===== src/rtl/aurora_ctrl_sequencer.sv =====
// Turns the asynchronous VIO control word into synchronized, debounced controls
// and runs the GT-reset / Aurora-reset / wait-for-channel-up bring-up sequence.
module aurora_ctrl_sequencer #(
    parameter int STABLE_CYCLES  = 16,
    parameter int GT_RST_CYCLES  = 64,
    parameter int AUR_RST_CYCLES = 128,
    parameter int UP_TIMEOUT     = 1048576,
    parameter int CNT_W          = 24
) (
    input  logic       clk,
    input  logic       rst_n,
    input  logic [7:0] aurora_ctrl,
    input  logic       channel_up,
    output logic       gt_reset,
    output logic       aurora_reset,
    output logic       power_down,
    output logic [2:0] loopback,
    output logic       test_start,
    output logic       err_clr,
    output logic       seq_busy,
    output logic       timeout_err,
    output logic [7:0] ctrl_filt
);

    typedef enum logic [1:0] {
        IDLE    = 2'd0,
        GT_RST  = 2'd1,
        AUR_RST = 2'd2,
        WAIT_UP = 2'd3
    } state_t;

    localparam logic [7:0]       STB_LAST = 8'(STABLE_CYCLES - 1);
    localparam logic [CNT_W-1:0] GT_LAST  = CNT_W'(GT_RST_CYCLES - 1);
    localparam logic [CNT_W-1:0] AUR_LAST = CNT_W'(AUR_RST_CYCLES - 1);
    localparam logic [CNT_W-1:0] UP_LAST  = CNT_W'(UP_TIMEOUT - 1);

    logic [7:0]       sync1_q, sync2_q;
    logic [7:0]       cand_q, cand_d;
    logic [7:0]       stab_cnt_q, stab_cnt_d;
    logic [7:0]       ctrl_filt_q, ctrl_filt_d;
    logic [2:0]       filt_hist_q;   // previous ctrl_filt bits {6,5,0}
    logic             rst_req_q, test_start_q, err_clr_q;
    logic             power_down_q;
    logic [2:0]       loopback_q;
    state_t           state_q, state_d;
    logic [CNT_W-1:0] seq_cnt_q, seq_cnt_d;
    logic             timeout_q, timeout_d;

    // Debounce: the candidate must be seen unchanged for STABLE_CYCLES samples.
    always_comb begin
        cand_d      = cand_q;
        stab_cnt_d  = stab_cnt_q;
        ctrl_filt_d = ctrl_filt_q;
        if (sync2_q != cand_q) begin
            cand_d     = sync2_q;
            stab_cnt_d = 8'd0;
        end else if (stab_cnt_q == STB_LAST) begin
            if (cand_q != ctrl_filt_q) ctrl_filt_d = cand_q;
        end else begin
            stab_cnt_d = stab_cnt_q + 8'd1;
        end
    end

    always_comb begin
        state_d      = state_q;
        seq_cnt_d    = seq_cnt_q;
        timeout_d    = timeout_q;
        gt_reset     = 1'b0;
        aurora_reset = 1'b0;
        seq_busy     = 1'b1;
        case (state_q)
            IDLE: begin
                seq_busy  = 1'b0;
                seq_cnt_d = '0;
                if (rst_req_q) begin
                    timeout_d = 1'b0;
                    state_d   = GT_RST;
                end
            end
            GT_RST: begin
                gt_reset     = 1'b1;
                aurora_reset = 1'b1;
                if (seq_cnt_q == GT_LAST) begin
                    seq_cnt_d = '0;
                    state_d   = AUR_RST;
                end else begin
                    seq_cnt_d = seq_cnt_q + CNT_W'(1);
                end
            end
            AUR_RST: begin
                aurora_reset = 1'b1;
                if (seq_cnt_q == AUR_LAST) begin
                    seq_cnt_d = '0;
                    state_d   = WAIT_UP;
                end else begin
                    seq_cnt_d = seq_cnt_q + CNT_W'(1);
                end
            end
            WAIT_UP: begin
                // channel_up takes priority over a coincident timeout
                if (channel_up) begin
                    seq_cnt_d = '0;
                    state_d   = IDLE;
                end else if (seq_cnt_q == UP_LAST) begin
                    seq_cnt_d = '0;
                    timeout_d = 1'b1;
                    state_d   = IDLE;
                end else begin
                    seq_cnt_d = seq_cnt_q + CNT_W'(1);
                end
            end
            default: state_d = IDLE;
        endcase
    end

    always_ff @(posedge clk) begin
        if (!rst_n) begin
            sync1_q      <= '0;
            sync2_q      <= '0;
            cand_q       <= '0;
            stab_cnt_q   <= '0;
            ctrl_filt_q  <= '0;
            filt_hist_q  <= '0;
            rst_req_q    <= 1'b0;
            test_start_q <= 1'b0;
            err_clr_q    <= 1'b0;
            power_down_q <= 1'b0;
            loopback_q   <= '0;
            state_q      <= GT_RST;
            seq_cnt_q    <= '0;
            timeout_q    <= 1'b0;
        end else begin
            sync1_q      <= aurora_ctrl;
            sync2_q      <= sync1_q;
            cand_q       <= cand_d;
            stab_cnt_q   <= stab_cnt_d;
            ctrl_filt_q  <= ctrl_filt_d;
            filt_hist_q  <= {ctrl_filt_q[6], ctrl_filt_q[5], ctrl_filt_q[0]};
            rst_req_q    <= ctrl_filt_q[0] & ~filt_hist_q[0];
            test_start_q <= ctrl_filt_q[5] & ~filt_hist_q[1];
            err_clr_q    <= ctrl_filt_q[6] & ~filt_hist_q[2];
            power_down_q <= ctrl_filt_q[1];
            loopback_q   <= ctrl_filt_q[4:2];
            state_q      <= state_d;
            seq_cnt_q    <= seq_cnt_d;
            timeout_q    <= timeout_d;
        end
    end

    assign power_down  = power_down_q;
    assign loopback    = loopback_q;
    assign test_start  = test_start_q;
    assign err_clr     = err_clr_q;
    assign timeout_err = timeout_q;
    assign ctrl_filt   = ctrl_filt_q;

endmodule


===== config.mk =====
export PLATFORM = sky130hd
export DESIGN_NAME = aurora_ctrl_sequencer
export DESIGN_NICKNAME = d
export VERILOG_FILES = /design/src/rtl/aurora_ctrl_sequencer.sv
export SDC_FILE = /design/constraint.sdc
export NUM_CORES = 1
export LEC_CHECK = 0
export ABC_CLOCK_PERIOD_IN_PS = 3000
export CAP_MARGIN = 20
export CORE_MARGIN = 2
export CORE_UTILIZATION = 45
export CTS_BUF_LIST = sky130_fd_sc_hd__clkbuf_8
export DETAILED_ROUTE_END_ITERATION = 8
export PLACE_DENSITY_LB_ADDON = 0.3
export SYNTH_ARGS = -nofsm -noshare
export SYNTH_HDL_FRONTEND = slang
export SYNTH_SLANG_ARGS = --single-unit

===== constraint.sdc =====
create_clock -name clk -period 3 [get_ports clk]
set_input_delay 0.75 -clock clk [delete_from_list [all_inputs] [get_ports clk]]
set_output_delay 0.75 -clock clk [all_outputs]
set_load 0.01 [all_outputs]

Word-level counts from Yosys, hierarchy flattened
Index checks and enable logic that the tools add are counted.
Cells by class
  add/sub/neg operators: 2
  bitwise operators: 8
  eq/ne operators: 15
  mux-type cells: 18
  reduce and logical (&&, ||, !) cells: 7
Operator list (number)
  $mux 24: 4
  $pmux 24 s4: 1
  $add 24x1->24 const B: 1
  $eq 24x20->1 const B: 1
  $eq 24x6->1 const B: 1
  $eq 24x7->1 const B: 1
  $ne 8x8->1: 2
  $mux 2: 5
  $ne 2x2->1 const B: 5
  $add 8x1->8 const B: 1
  $eq 8x4->1 const B: 1
  $pmux 2 s4: 1
  $reduce_and 4->1: 2
  $mux 1: 6
  $not 1->1: 5
  $eq 2x2->1 const B: 2
  $reduce_or 2->1: 2
  $and 1x1->1: 3
  $ne 3x3->1 const B: 1
  $reduce_and 3->1: 1
  $eq 2x1->1 const B: 1
  $logic_not 2->1: 1
  $pmux 1 s2: 1
  $reduce_bool 2->1: 1
Word-level totals
  output and inout port bits: 18
  bits of input ports: 11
  flip-flop bits (word level): 77
  logic and storage cells: 64

Longest topological paths before layout
  word-level depth: 4
  mapped depth: 8
  gate-level depth less buffers: 7

Worst setup path before layout
Ideal clock, no wire load.
  path type: reg2reg
  start point: reg stab_cnt_q[0]
  end point: reg ctrl_filt_q[0], in the netlist ctrl_filt[0]
  data arrival time: 1.981 ns
  stages on the path, launching flop included: 8
  buffers on the path: 1
  period minus slack after synthesis: 2.097 ns
  setup time: 0.116 ns
  slack: 0.903 ns
  required time: 2.884 ns
  path through: dfxtp_1 ha_1 nand3_1 or3_1 buf_6 a2111oi_4 mux2i_1 nor2b_1
Between the ends
  word-level cells in the longest chain between the ends: 2
RTL lines
  start: declaration: line 39  | logic [7:0] stab_cnt_q, stab_cnt_d;
  start signal: assignment: line 136  | stab_cnt_q <= stab_cnt_d;
  $eq 8x4->1: line 57  | end else if (stab_cnt_q == STB_LAST) begin
  $reduce_and 3->1 (no line)
  end signal: assignment: line 137  | ctrl_filt_q <= ctrl_filt_d;
  end: declaration: line 40  | logic [7:0] ctrl_filt_q, ctrl_filt_d;
No other way between the ends.
A chain may end at the register's enable or synchronous reset.

Final worst setup path
  start point: reg state_q[0]
  end point: out aurora_reset
Between the ends
  word-level cells in the longest chain between the ends: 3
  elaborated cells between the ends (all ways): 4
  those cells by class: eq/ne (2); mux (1); reduce/logical (1)
RTL lines
  start: declaration: line 45  | state_t state_q, state_d;
  start signal: assignment: line 144  | state_q <= state_d;
  $eq 2x2->1 or $eq 2x1->1 (tied branches): line 71  | case (state_q)
  $reduce_or 2->1 (no line) (*)
  $mux 1 (*): line 71
  end: declaration: line 15  | output logic aurora_reset,
Mark *: on every way between the ends. The rest lies on a longest branch, timed or not.

==> impl_metrics.json <==
{
  "yosys.area.top_type": "dfxtp_1",
  "worstSetupStartpointType": "flop",
  "cts_buffers": 9,
  "clkSinkCount": 77,
  "peakVddDrop_uv": 345.6,
  "muxShareOfSynthArea": 0.03243,
  "rsz0062_at_grt": "no",
  "io_buffers": 28,
  "path_class": "reg -> out",
  "finalSetupTns_ns": 0,
  "synthSimpleGateAreaFrac": 0.2615,
  "multi_input_area_sq_um": 1464,
  "tightest_slew_ns": 0.7986,
  "max_slew_margin": 0.4676,
  "finalWeightedCongestion": 0.7863,
  "ctsHtreeMaxLevel": 3,
  "synth_xor_area_frac": 0.1220,
  "utilization": 0.5402,
  "grt_max_degree": 45,
  "synth_top_family_by_area": "simple AND/OR/NAND/NOR gates",
  "syn_area_sq_um": 3087,
  "cp-end-kind": "output pin",
  "outcome": "completed",
  "ant_nets": 0,
  "design.final.nets": 370,
  "row_count": 30,
  "yosys-top-cells-area": "dfxtp_1 (50%), xnor2_1 (7.9%), and2_1 (6.5%), nor2_1 (4.5%), xor2_1 (4.3%)",
  "power_density_nw_per_um2": 512.0,
  "hold_violations": 0,
  "cpMaxStageDelayCell": "clkdlybuf4s50_1",
  "p_leak_nw": 1.324,
  "grt_first_pass_wirelength_um": 8528,
  "final_cell_mix": "dfxtp_1 (77), nor2_1 (37), and2_1 (32), xnor2_1 (28), clkdlybuf4s50_1 (28)",
  "synthDistinctLibCells": 34,
  "grt-ovfl-total": 0,
  "root_buffer": "clkbuf_8",
  "cts_resized": 0,
  "drive_above_1_share": 0.05866,
  "postSynthCellCount": 321,
  "final_common_cell": "dfxtp_1",
  "critPathMaxFanout": 3,
  "first_pass_iters": 5,
  "ctsHoldBuffers": 0,
  "ys_seq_area_frac": 0.4994,
  "synthAdderAreaFrac": 0.02432,
  "cts_setup_buffers": 0,
  "fin_crit_sh": 0.8186,
  "ff_latch_area_sq_um": 1541,
  "diodes": 0,
  "maxCapViolations": 0,
  "clock_path_buffers": 2,
  "max_freq_mhz": 407.2,
  "crit_family": "buffers and inverters",
  "yosysTopAreaCellShare": 0.4994,
  "synth_compound_area_frac": 0.03405,
  "layout_min_cycle_time_ns": 2.456,
  "die_area_sq_um": 7538,
  "start_util": 0.4594,
  "crit_chain": "inv_1, ha_1, clkdlybuf4s50_1",
  "synth-seq-cells": 77,
  "wire_per_inst_um": 11.53,
  "design_area_sq_um": 3630,
  "crit_arrival_ns": 1.71,
  "antenna_found_initial": 0,
  "grtUsageTotal": 0.1424,
  "cp.required_ns": 2.25,
  "skew_ns": 0.01260,
  "setup_viol": 0,
  "place_area_sq_um": 3442,
  "holdCritPathClass": "reg -> reg",
  "insertion_delay_ns": 0.34,
  "fillCellCount": 618,
  "clkSlewWorstSetupHoldPaths_ns": 0.09,
  "io_pins": 29,
  "cts_tree": "built",
  "chipHeight_um": 86.82,
  "max_stage_delay_ns": 0.55,
  "dpl.hpwl_um": 3520,
  "synthesis.nets": 338,
  "die_width_um": 86.82,
  "critPathBufInv": 2,
  "drt-initial-drc-count": 122,
  "core_area_sq_um": 6719,
  "grt_pass1_vias": 1880,
  "routed_wl_um": 5049,
  "drc": 0,
  "yosys_warnings": 0,
  "drt-vias-per-instance": 4.920,
  "syn_area_per_cell_sq_um": 9.616,
  "syn2layout_area_growth_pct": 17.59,
  "p_total_mw": 1.859,
  "dr_total_vias": 2155,
  "finalMaxSlewViolations": 0
}
[final timing paths]
check	start	endpoint	cells after the start	slack (ns)
min	filt_hist_q[2]	err_clr	1	0.39
min reg2reg	filt_hist_q[2]	err_clr	1	0.39
max reg2reg	stab_cnt_q[0]	ctrl_filt[7]	6	0.67
max	state_q[0]	aurora_reset	3	0.54
[state kept, by name, indices dropped and copies added, names as in the netlist, 2 cells and up]
register	cells
sync2_q	8
seq_cnt_q	24
loopback	3
sync1_q	8
filt_hist_q	3
cand_q	8
state_q	2
stab_cnt_q	8
ctrl_filt	8
[through the flow]
stage               instances  hold slack (ns)  setup slack [ns]
floorplan                 321           0.3674            0.9032
global placement          422           0.3747            0.7512
detailed placement        422           0.3715            0.6846
CTS                       438           0.3845            0.5278
global route              438           0.3971            0.4693
finish                    438           0.3851            0.5441
[per-layer routing]
metal  up-vias  wire (um)  track usage
met5         -          0            0
met4         0         78      0.06392
met3         7        195      0.03429
met2        38       2233       0.2124
met1       977       2540       0.1953
li1       1133          -            -
[Yosys cell counts (all sizes together)]
cell type and instances:
nor2b 13, a2111oi 1, and3 1, nor2 37, nand2 18, and2 32
clkbuf 7, o21ai 3, o31a 2, ha 6, or3 2, nand3 11
a21boi 1, or2 1, nand3b 1, a31oi 1, nor3 14, nand4 9
dfxtp 77, xnor2 28, o41ai 1, and4b 1, and4 5, a21oi 3
inv 9, nor4 6, nor3b 1, mux2i 10, xor2 15, nand2b 1
buf 3, o31ai 1
[cell families (layout without fill, tap and decap cells)]
logic type	Yosys count	in the layout
and+or+nand+nor	153	153
DFF	77	77
xor gates and xnor gates	43	43
buffers and inverters	19	56
AOI/OAI and AO/OA	13	13
muxes	10	10
adders and majority gates	6	6
[final cells by class]
class                   instances  area share
well taps                      80     0.02758
flip-flops and latches         77      0.4247
repair buffers                 31     0.08342
multi-input cells             225      0.4033
inverters                       9    0.009307
clock buffers                   9     0.03413
clock inverters                 7     0.01758
[where the power goes]
group | leakage (nW) | internal [mW] | switching (mW)
Combinational | 0.608 | 0.0361 | 0.0333
Clock | 0.0907 | 0.320 | 0.419
Sequential | 0.625 | 1.04 | 0.0106
Total | 1.32 | 1.40 | 0.463
No activity file was read; power rests on OpenSTA's default activity.
